===== config.mk =====
export PLATFORM = sky130hd
export DESIGN_NAME = image_rate_encoder
export DESIGN_NICKNAME = d
export VERILOG_FILES = /design/src/rtl/image_rate_encoder.sv
export SDC_FILE = /design/constraint.sdc
export NUM_CORES = 2
export LEC_CHECK = 0
export CORE_ASPECT_RATIO = 1.75
export CORE_MARGIN = 1.5
export CORE_UTILIZATION = 55
export CTS_BUF_LIST = sky130_fd_sc_hd__clkbuf_16
export CTS_CLUSTER_DIAMETER = 50
export DETAILED_ROUTE_END_ITERATION = 7
export PLACE_DENSITY_LB_ADDON = 0.2
export SLEW_MARGIN = 20
export SYNTH_ARGS = -nofsm -noshare
export SYNTH_HDL_FRONTEND = slang
export SYNTH_SLANG_ARGS = --single-unit

===== constraint.sdc =====
create_clock -name ACLK -period 42.4 [get_ports ACLK]
set_input_delay 12.72 -clock ACLK [delete_from_list [all_inputs] [get_ports ACLK]]
set_output_delay 12.72 -clock ACLK [all_outputs]
set_load 0.005 [all_outputs]

===== src/rtl/image_rate_encoder.sv =====
// Rate encoder: integrates each pixel into an 8-bit accumulator once per timestep
// and emits the pixel address as a spike whenever the accumulation wraps.
module image_rate_encoder #(
  parameter int NPIX    = 256,
  parameter int PW      = 8,
  parameter int N_STEPS = 16
) (
  input  logic          ACLK,
  input  logic          ARESET,
  input  logic          start,
  output logic          busy,
  output logic          done,
  output logic [7:0]    pix_raddr,
  input  logic [PW-1:0] pix_rdata,
  output logic          spike_valid,
  input  logic          spike_ready,
  output logic [7:0]    spike_addr,
  output logic [7:0]    spike_step,
  output logic          step_done
);

  localparam logic [7:0] LAST_IDX  = 8'(NPIX - 1);
  localparam logic [7:0] LAST_STEP = 8'(N_STEPS - 1);

  typedef enum logic [2:0] {IDLE, READ, PROC, EMIT, STEP_END, DONE} state_t;

  state_t        state_reg;
  logic [7:0]    idx_reg;
  logic [7:0]    step_reg;
  logic          busy_reg;
  logic          done_reg;
  logic          step_done_reg;
  logic          spike_valid_reg;
  logic [7:0]    spike_addr_reg;
  logic [7:0]    spike_step_reg;

  logic [PW-1:0] acc_mem [0:NPIX-1];
  logic [PW-1:0] acc_rd_reg;
  logic [PW-1:0] acc_old;
  logic [PW:0]   sum;

  // Accumulator RAM: read in READ so the old value lines up with pix_rdata in PROC.
  always_ff @(posedge ACLK) begin
    if (state_reg == PROC) begin
      acc_mem[idx_reg] <= sum[PW-1:0];
    end
    acc_rd_reg <= acc_mem[idx_reg];
  end

  // Step 0 ignores stale RAM contents, which removes the need for a clear pass.
  assign acc_old = (step_reg == 8'd0) ? '0 : acc_rd_reg;
  assign sum     = {1'b0, acc_old} + {1'b0, pix_rdata};

  always_ff @(posedge ACLK) begin
    if (ARESET) begin
      state_reg       <= IDLE;
      idx_reg         <= '0;
      step_reg        <= '0;
      busy_reg        <= 1'b0;
      done_reg        <= 1'b0;
      step_done_reg   <= 1'b0;
      spike_valid_reg <= 1'b0;
      spike_addr_reg  <= '0;
      spike_step_reg  <= '0;
    end else begin
      done_reg      <= 1'b0;
      step_done_reg <= 1'b0;
      case (state_reg)
        IDLE: begin
          if (start) begin
            idx_reg   <= '0;
            step_reg  <= '0;
            busy_reg  <= 1'b1;
            state_reg <= READ;
          end
        end
        READ: begin
          state_reg <= PROC;
        end
        PROC: begin
          if (sum[PW]) begin
            spike_valid_reg <= 1'b1;
            spike_addr_reg  <= idx_reg;
            spike_step_reg  <= step_reg;
            state_reg       <= EMIT;
          end else if (idx_reg == LAST_IDX) begin
            step_done_reg <= 1'b1;
            state_reg     <= STEP_END;
          end else begin
            idx_reg   <= idx_reg + 8'd1;
            state_reg <= READ;
          end
        end
        EMIT: begin
          if (spike_ready) begin
            spike_valid_reg <= 1'b0;
            if (idx_reg == LAST_IDX) begin
              step_done_reg <= 1'b1;
              state_reg     <= STEP_END;
            end else begin
              idx_reg   <= idx_reg + 8'd1;
              state_reg <= READ;
            end
          end
        end
        STEP_END: begin
          if (step_reg == LAST_STEP) begin
            done_reg  <= 1'b1;
            state_reg <= DONE;
          end else begin
            step_reg  <= step_reg + 8'd1;
            idx_reg   <= '0;
            state_reg <= READ;
          end
        end
        DONE: begin
          busy_reg  <= 1'b0;
          state_reg <= IDLE;
        end
        default: begin
          state_reg <= IDLE;
        end
      endcase
    end
  end

  assign busy        = busy_reg;
  assign done        = done_reg;
  assign step_done   = step_done_reg;
  assign spike_valid = spike_valid_reg;
  assign spike_addr  = spike_addr_reg;
  assign spike_step  = spike_step_reg;
  assign pix_raddr   = idx_reg;

endmodule

* Word level (Yosys, flattened, before mapping)
Memories as Yosys holds them, arrays and structs flattened. A register that Yosys moved wholly into a read port is not among the register bits. Index checks and enable logic that the tools add are counted.
Operators by class: eq/ne operators 12, reductions and logical operators 13, $add $sub $neg 3, multiplexer cells 27, bitwise gates (word level) 1
Operators with widths (count):
- two-way mux 8 bit | 7
- one-hot mux 8 bit (4 select lines) | 1
- adder 8 x 1 -> 8 bit (second input constant) | 2
- one-hot mux 8 bit (2 select lines) | 1
- two-way mux 3 bit | 5
- one-hot mux 3 bit (5 select lines) | 1
- inequality test 2 bit (second input constant) | 5
- adder 8 x 8 -> 9 bit | 1
- two-way mux 1 bit | 9
- == test 8 x 4 -> 1 bit (second input constant) | 1
- == test 8 bit (second input constant) | 1
- zero test 8 bit | 1
- == test 3 x 2 -> 1 bit (second input constant) | 2
- == test 3 bit (second input constant) | 2
- one-hot mux 1 bit (2 select lines) | 3
- AND reduction 2 bit | 3
- AND reduction 3 bit | 2
- nonzero test 2 bit | 3
- AND reduction 5 bit | 1
- nonzero test 4 bit | 1
- == test 3 x 1 -> 1 bit (second input constant) | 1
- zero test 3 bit | 1
- OR reduction 2 bit | 1
- NOT 1 bit | 1
Storage, ports and cells: output and inout bits 28, RAM bits 2048, register bits 39, word-level logic and storage cells 66, memories kept 1
Memory list:
- acc_mem | depth 256, width 8, rd ports 1, clocked after memory_dff 1, wr ports 1, RTL line 37 | logic [PW-1:0] acc_mem [0:NPIX-1];

* Depth between registers and ports, before layout
word-level depth 5, depth in mapped cells 15, depth with buffers taken out 13

* Least setup slack after synthesis
No wires, ideal clock.
path type input -> register, start in pix_rdata[0], end mem acc_mem[0][6], data pin, data arrival time 20.666 ns, stages 6, buffers on the path 0, path slack 20.088 ns, required time 40.754 ns, setup time 1.646 ns, cells stage by stage ha_1 > fa_1 > a21oi_1 > o211ai_1 > nor2_1 > xnor2_1
Between the ends: longest elaborated chain between the ends 1
Ends and longest elaborated chain:
- start, declared | RTL line 14 | input logic [PW-1:0] pix_rdata,
- adder 8 x 8 -> 9 bit | RTL line 52 | assign sum = {1'b0, acc_old} + {1'b0, pix_rdata};
- net sum[6] | RTL line 40 | logic [PW:0] sum;
- end, declared | RTL line 37
The timed path passes the listed nets, and every way through them passes these cells.

* Final worst setup path
start in pix_rdata[1], end mem acc_mem[108][5], data pin
The elaborated chain is that of the path after synthesis.

==> run summary <==
In this run the power density over the cells is 44.69 nW/um2. After clock tree synthesis, the clock-pin slew on the worst setup and hold paths is 0.06 ns. Yosys attributes the largest share of cell area to sky130_fd_sc_hd__edfxtp_1 (76%), sky130_fd_sc_hd__mux4_2 (15%), sky130_fd_sc_hd__nor2_1 (1.5%). Entering global routing, the biggest net connects 177 pins. The run gives 0.3209 as the met1 track demand over resource in global routing.

The run finished with clean final reports. In the layout the commonest cells are sky130_fd_sc_hd__edfxtp_1 (2048), sky130_fd_sc_hd__mux4_2 (539), sky130_fd_sc_hd__nor2_1 (312). The run gives 0 as the aggregate global routing overflow. In this run the standard cell core region covers 146400 um2. The multiplexer share of the synthesized area is 0.1559.

The total number of vias is 38140, and the height of the die is 510.5 um. The final-layout worst hold slack was 0.4937 ns; the total wire length was 194800 um. The worst hold path was traced through 2 stages.

Met3 track utilization from global routing: 0.04223. The run gives 0.1705 as the headroom to the max-slew limit. Input and output buffers added on the ports amount to 39.

The logs give 0 for the max-slew violation count and 0.06047 GHz for the maximum clock frequency. In this run the horizontal extent of the chip is 293.0 um. The transition time at the pin with the least slew margin works out to 1.240 ns. The worst hold path belongs to the class flop to flop.

The first global-routing pass estimated 280000 um of wire. The critical path goes through clkdlybuf4s50_1 -> ha_1 -> a21o_1 -> a21oi_1 -> o21bai_1 -> a21oi_1 -> xnor2_2 -> buf_4 -> buf_4 -> buf_4. The ratio of cells with drive above 1 in the final layout was 0.2250. The initial core utilization came out at 0.5529. The run gives 0.4594 as the met2 capacity usage during global routing.

For the count of standard-cell rows, the log shows 186. The worst-case clock skew was 0.02224 ns. The worst setup path is of the primary input to flop kind. The run gives 3615 as the number of DRC markers after the initial detailed-route iteration.

Pin placement for this block handled 40 I/O pins. The worst setup path is captured at a flop. Post-synthesis sequential area ratio: 0.7714. The total of flip-flops plus latches after synthesis was 2095; the synthesized-area fraction occupied by adder cells was 0.002411. The detail route stage leaves a number of antenna-violating nets equal to 0. The synthesized design spends more area on one cell type than any other, namely sky130_fd_sc_hd__edfxtp_1. The longest clock path from root to sink contains 3 buffers. Setup repair after global routing left no endpoint under its margin. The die covers 149600 um2. The number of flip-flops in the largest register was 2048. The number of distinct library cells after synthesis was 50; the synthesis warning total was 0. The final count of hold timing violations was 0; the maximum fanout count along the critical path was 104. Fill cells in the final layout number 10010. Mean cell area of the mapped netlist: 21.53 um2. The worst-case IR drop observed on VDD is 0.00003142 V. Before antenna repair, the detailed router went through 5 iterations. TritonCTS built the clock tree. The all-layer global routing usage is 0.2646.

The total power of the final layout was 3.972 mW; the accumulated negative setup slack was 0 ns. Leaving out fill and tap cells, the most frequent cell in the layout is sky130_fd_sc_hd__edfxtp_1. The area added between synthesis and finish is 9.813%. The dominant cell type by count on the critical path is sky130_fd_sc_hd__buf_4.

The worst setup path is launched from a primary input. The final clock period utilization by the worst path is 0.3900, and the count of flip-flops with a built-in enable after synthesis is 2048. The slowest stage of the critical path is the sky130_fd_sc_hd__buf_4 cell. In this design, the stage delay of the slowest critical-path cell is 0.91 ns. After synthesis, the largest family of logic cells by area is multiplexers. The fraction of the mapped netlist area in compound gates is 0.02799. For the worst setup path, the data required time is 42.85 ns.

The tool flagged a number of max-cap violations equal to 0. The number of clock sinks was 2095. Once the clock tree was built, the setup fixing pass inserted 0 buffers. In this run, post-CTS hold repair placed 0 buffers.

Summed over all cells, the static leakage comes to 26.48 nW. Netlist area before placement: 80940 um2. The number of DRC violations after detailed routing is 0, and the number of CTS-inserted buffers is 173. The leading register cell type out of synthesis is sky130_fd_sc_hd__edfxtp_1. For the post-cts repair resize count, the log shows 0. The run gives 39320 as the number of global-route vias before repair.

The final count of negative-setup-slack endpoints is 0. After routing the design area is 88880 um2. At the end of the flow, the number of nets in the layout was 3839. The average wire length per cell after detail routing was 33.35 um. The post-route minimum period works out to 16.54 ns.

The net count of the mapped netlist is 3786, and the arrival time of the worst setup path is 16.98 ns. The weighted congestion at the end of routability-driven global placement came out at 0.8310. The tree is rooted in a sky130_fd_sc_hd__clkbuf_16. The area share of and/or/nand/nor cells after synthesis was 0.02599. The cell count after synthesis is 3759. More flip-flops sit in one register than any other, and that register is acc_mem. The fraction of synthesized cell area taken by the top area cell type works out to 0.7598. The post-synthesis xor/xnor area fraction was 0.001082. The deepest level of the CTS H-tree is 4, and the depth of the worst register-to-register path is 10. The later pin in the worst-skew pair is clocked with a latency of 0.81 ns. Using the TritonRoute via totals, the vias-per-cell ratio works out to 6.530.

Detailed placement finished with a half-perimeter wire length of 117100 um. The run gives 83320 um2 as the cell area after placement. The initial antenna violation count was 3; the post-synthesis async set-or-reset flop share was 0. met2 is the most crowded layer.
## final timing paths
kind,startpoint,end,slack [ns]
max,pix_rdata[1],acc_mem[108][5],25.86
min,spike_step[4],spike_step[4],0.49
max reg2reg,pix_raddr[1],acc_rd_reg[1],36.42
min reg2reg,spike_step[4],spike_step[4],0.49
## synth_stat cells, types with 3 or more instances
library cell               number
sky130_fd_sc_hd__a22oi_1       87
sky130_fd_sc_hd__a31oi_1        7
sky130_fd_sc_hd__nand3b_1       3
sky130_fd_sc_hd__buf_6         20
sky130_fd_sc_hd__nor3_1        22
sky130_fd_sc_hd__buf_2         53
sky130_fd_sc_hd__nand2_1       50
sky130_fd_sc_hd__inv_1         14
sky130_fd_sc_hd__o21ai_0       20
sky130_fd_sc_hd__and3_1        10
sky130_fd_sc_hd__nor2_1       315
sky130_fd_sc_hd__xnor2_1        3
sky130_fd_sc_hd__dfxtp_1       47
sky130_fd_sc_hd__nor2b_1       24
sky130_fd_sc_hd__nand4_1       10
sky130_fd_sc_hd__nand2b_1       6
sky130_fd_sc_hd__buf_1         16
sky130_fd_sc_hd__edfxtp_1    2048
sky130_fd_sc_hd__mux4_2       539
sky130_fd_sc_hd__o22ai_1       20
sky130_fd_sc_hd__nor4_1         9
sky130_fd_sc_hd__xor2_1         7
sky130_fd_sc_hd__or3_1          5
sky130_fd_sc_hd__clkbuf_1     125
sky130_fd_sc_hd__mux2i_1       48
sky130_fd_sc_hd__buf_4         21
sky130_fd_sc_hd__nand3_1       20
sky130_fd_sc_hd__o211ai_1       5
sky130_fd_sc_hd__ha_1          14
sky130_fd_sc_hd__a21oi_1       60
sky130_fd_sc_hd__a221oi_1      44
sky130_fd_sc_hd__a22o_1        44
sky130_fd_sc_hd__o221ai_1      14
sky130_fd_sc_hd__and2_1        10
## cells by family after synthesis
family,Yosys count
DFF,2095
muxes,587
and+or+nand+nor,489
AOI/OAI and AO/OA,314
buffers and inverters,249
adders and majority gates,15
xor gates and xnor gates,10
## stage by stage
stage / utilization / instances / setup WS (ns)
3_3_place_gp: 0.5692 / 5516 / 25.24
6_report: 0.6072 / 5840 / 25.86
4_1_cts: 0.6068 / 5834 / 25.91
3_5_place_dp: 0.5692 / 5516 / 25.10
5_1_grt: 0.6071 / 5836 / 25.64
2_1_floorplan: - / 3759 / 20.09
## worst max-delay path: cells and delay by family
family | cells | cell delay, ns
compound gates | 4 | 0.84
xor+xnor | 1 | 0.16
fa+ha+maj | 1 | 0.32
buf+inv | 4 | 2.81
## per-layer routing
layer / wire (um) / share of wire / vias to the layer above
li1: - / - / 15850
met1: 68510 / 0.35 / 20370
met2: 103000 / 0.53 / 1543
met3: 12630 / 0.065 / 376
met4: 10610 / 0.054 / 0
met5: 0 / 0 / -
## where the power goes
| group | internal, mW | switching (mW) | total [mW] |
|---|---|---|---|
| clock network | 0.843 | 0.731 | 1.57 |
| logic | 0.0463 | 0.0782 | 0.125 |
| registers | 2.27 | 0.00200 | 2.27 |
| total | 3.16 | 0.811 | 3.97 |
## area by class of cell
| class | count | area [um2] | share of cell area |
|---|---|---|---|
| inverters | 14 | 52.55 | 0.0005912 |
| diodes | 5 | 12.51 | 0.0001408 |
| flip-flops and latches | 2095 | 62460 | 0.7027 |
| clock inverters | 144 | 1147 | 0.01291 |
| multi-input cells | 1415 | 17460 | 0.1964 |
| well taps | 1880 | 2352 | 0.02646 |
| repair buffers | 113 | 1052 | 0.01184 |
| clock buffers | 174 | 4354 | 0.04899 |
No activity file was read; power rests on OpenSTA's default activity.
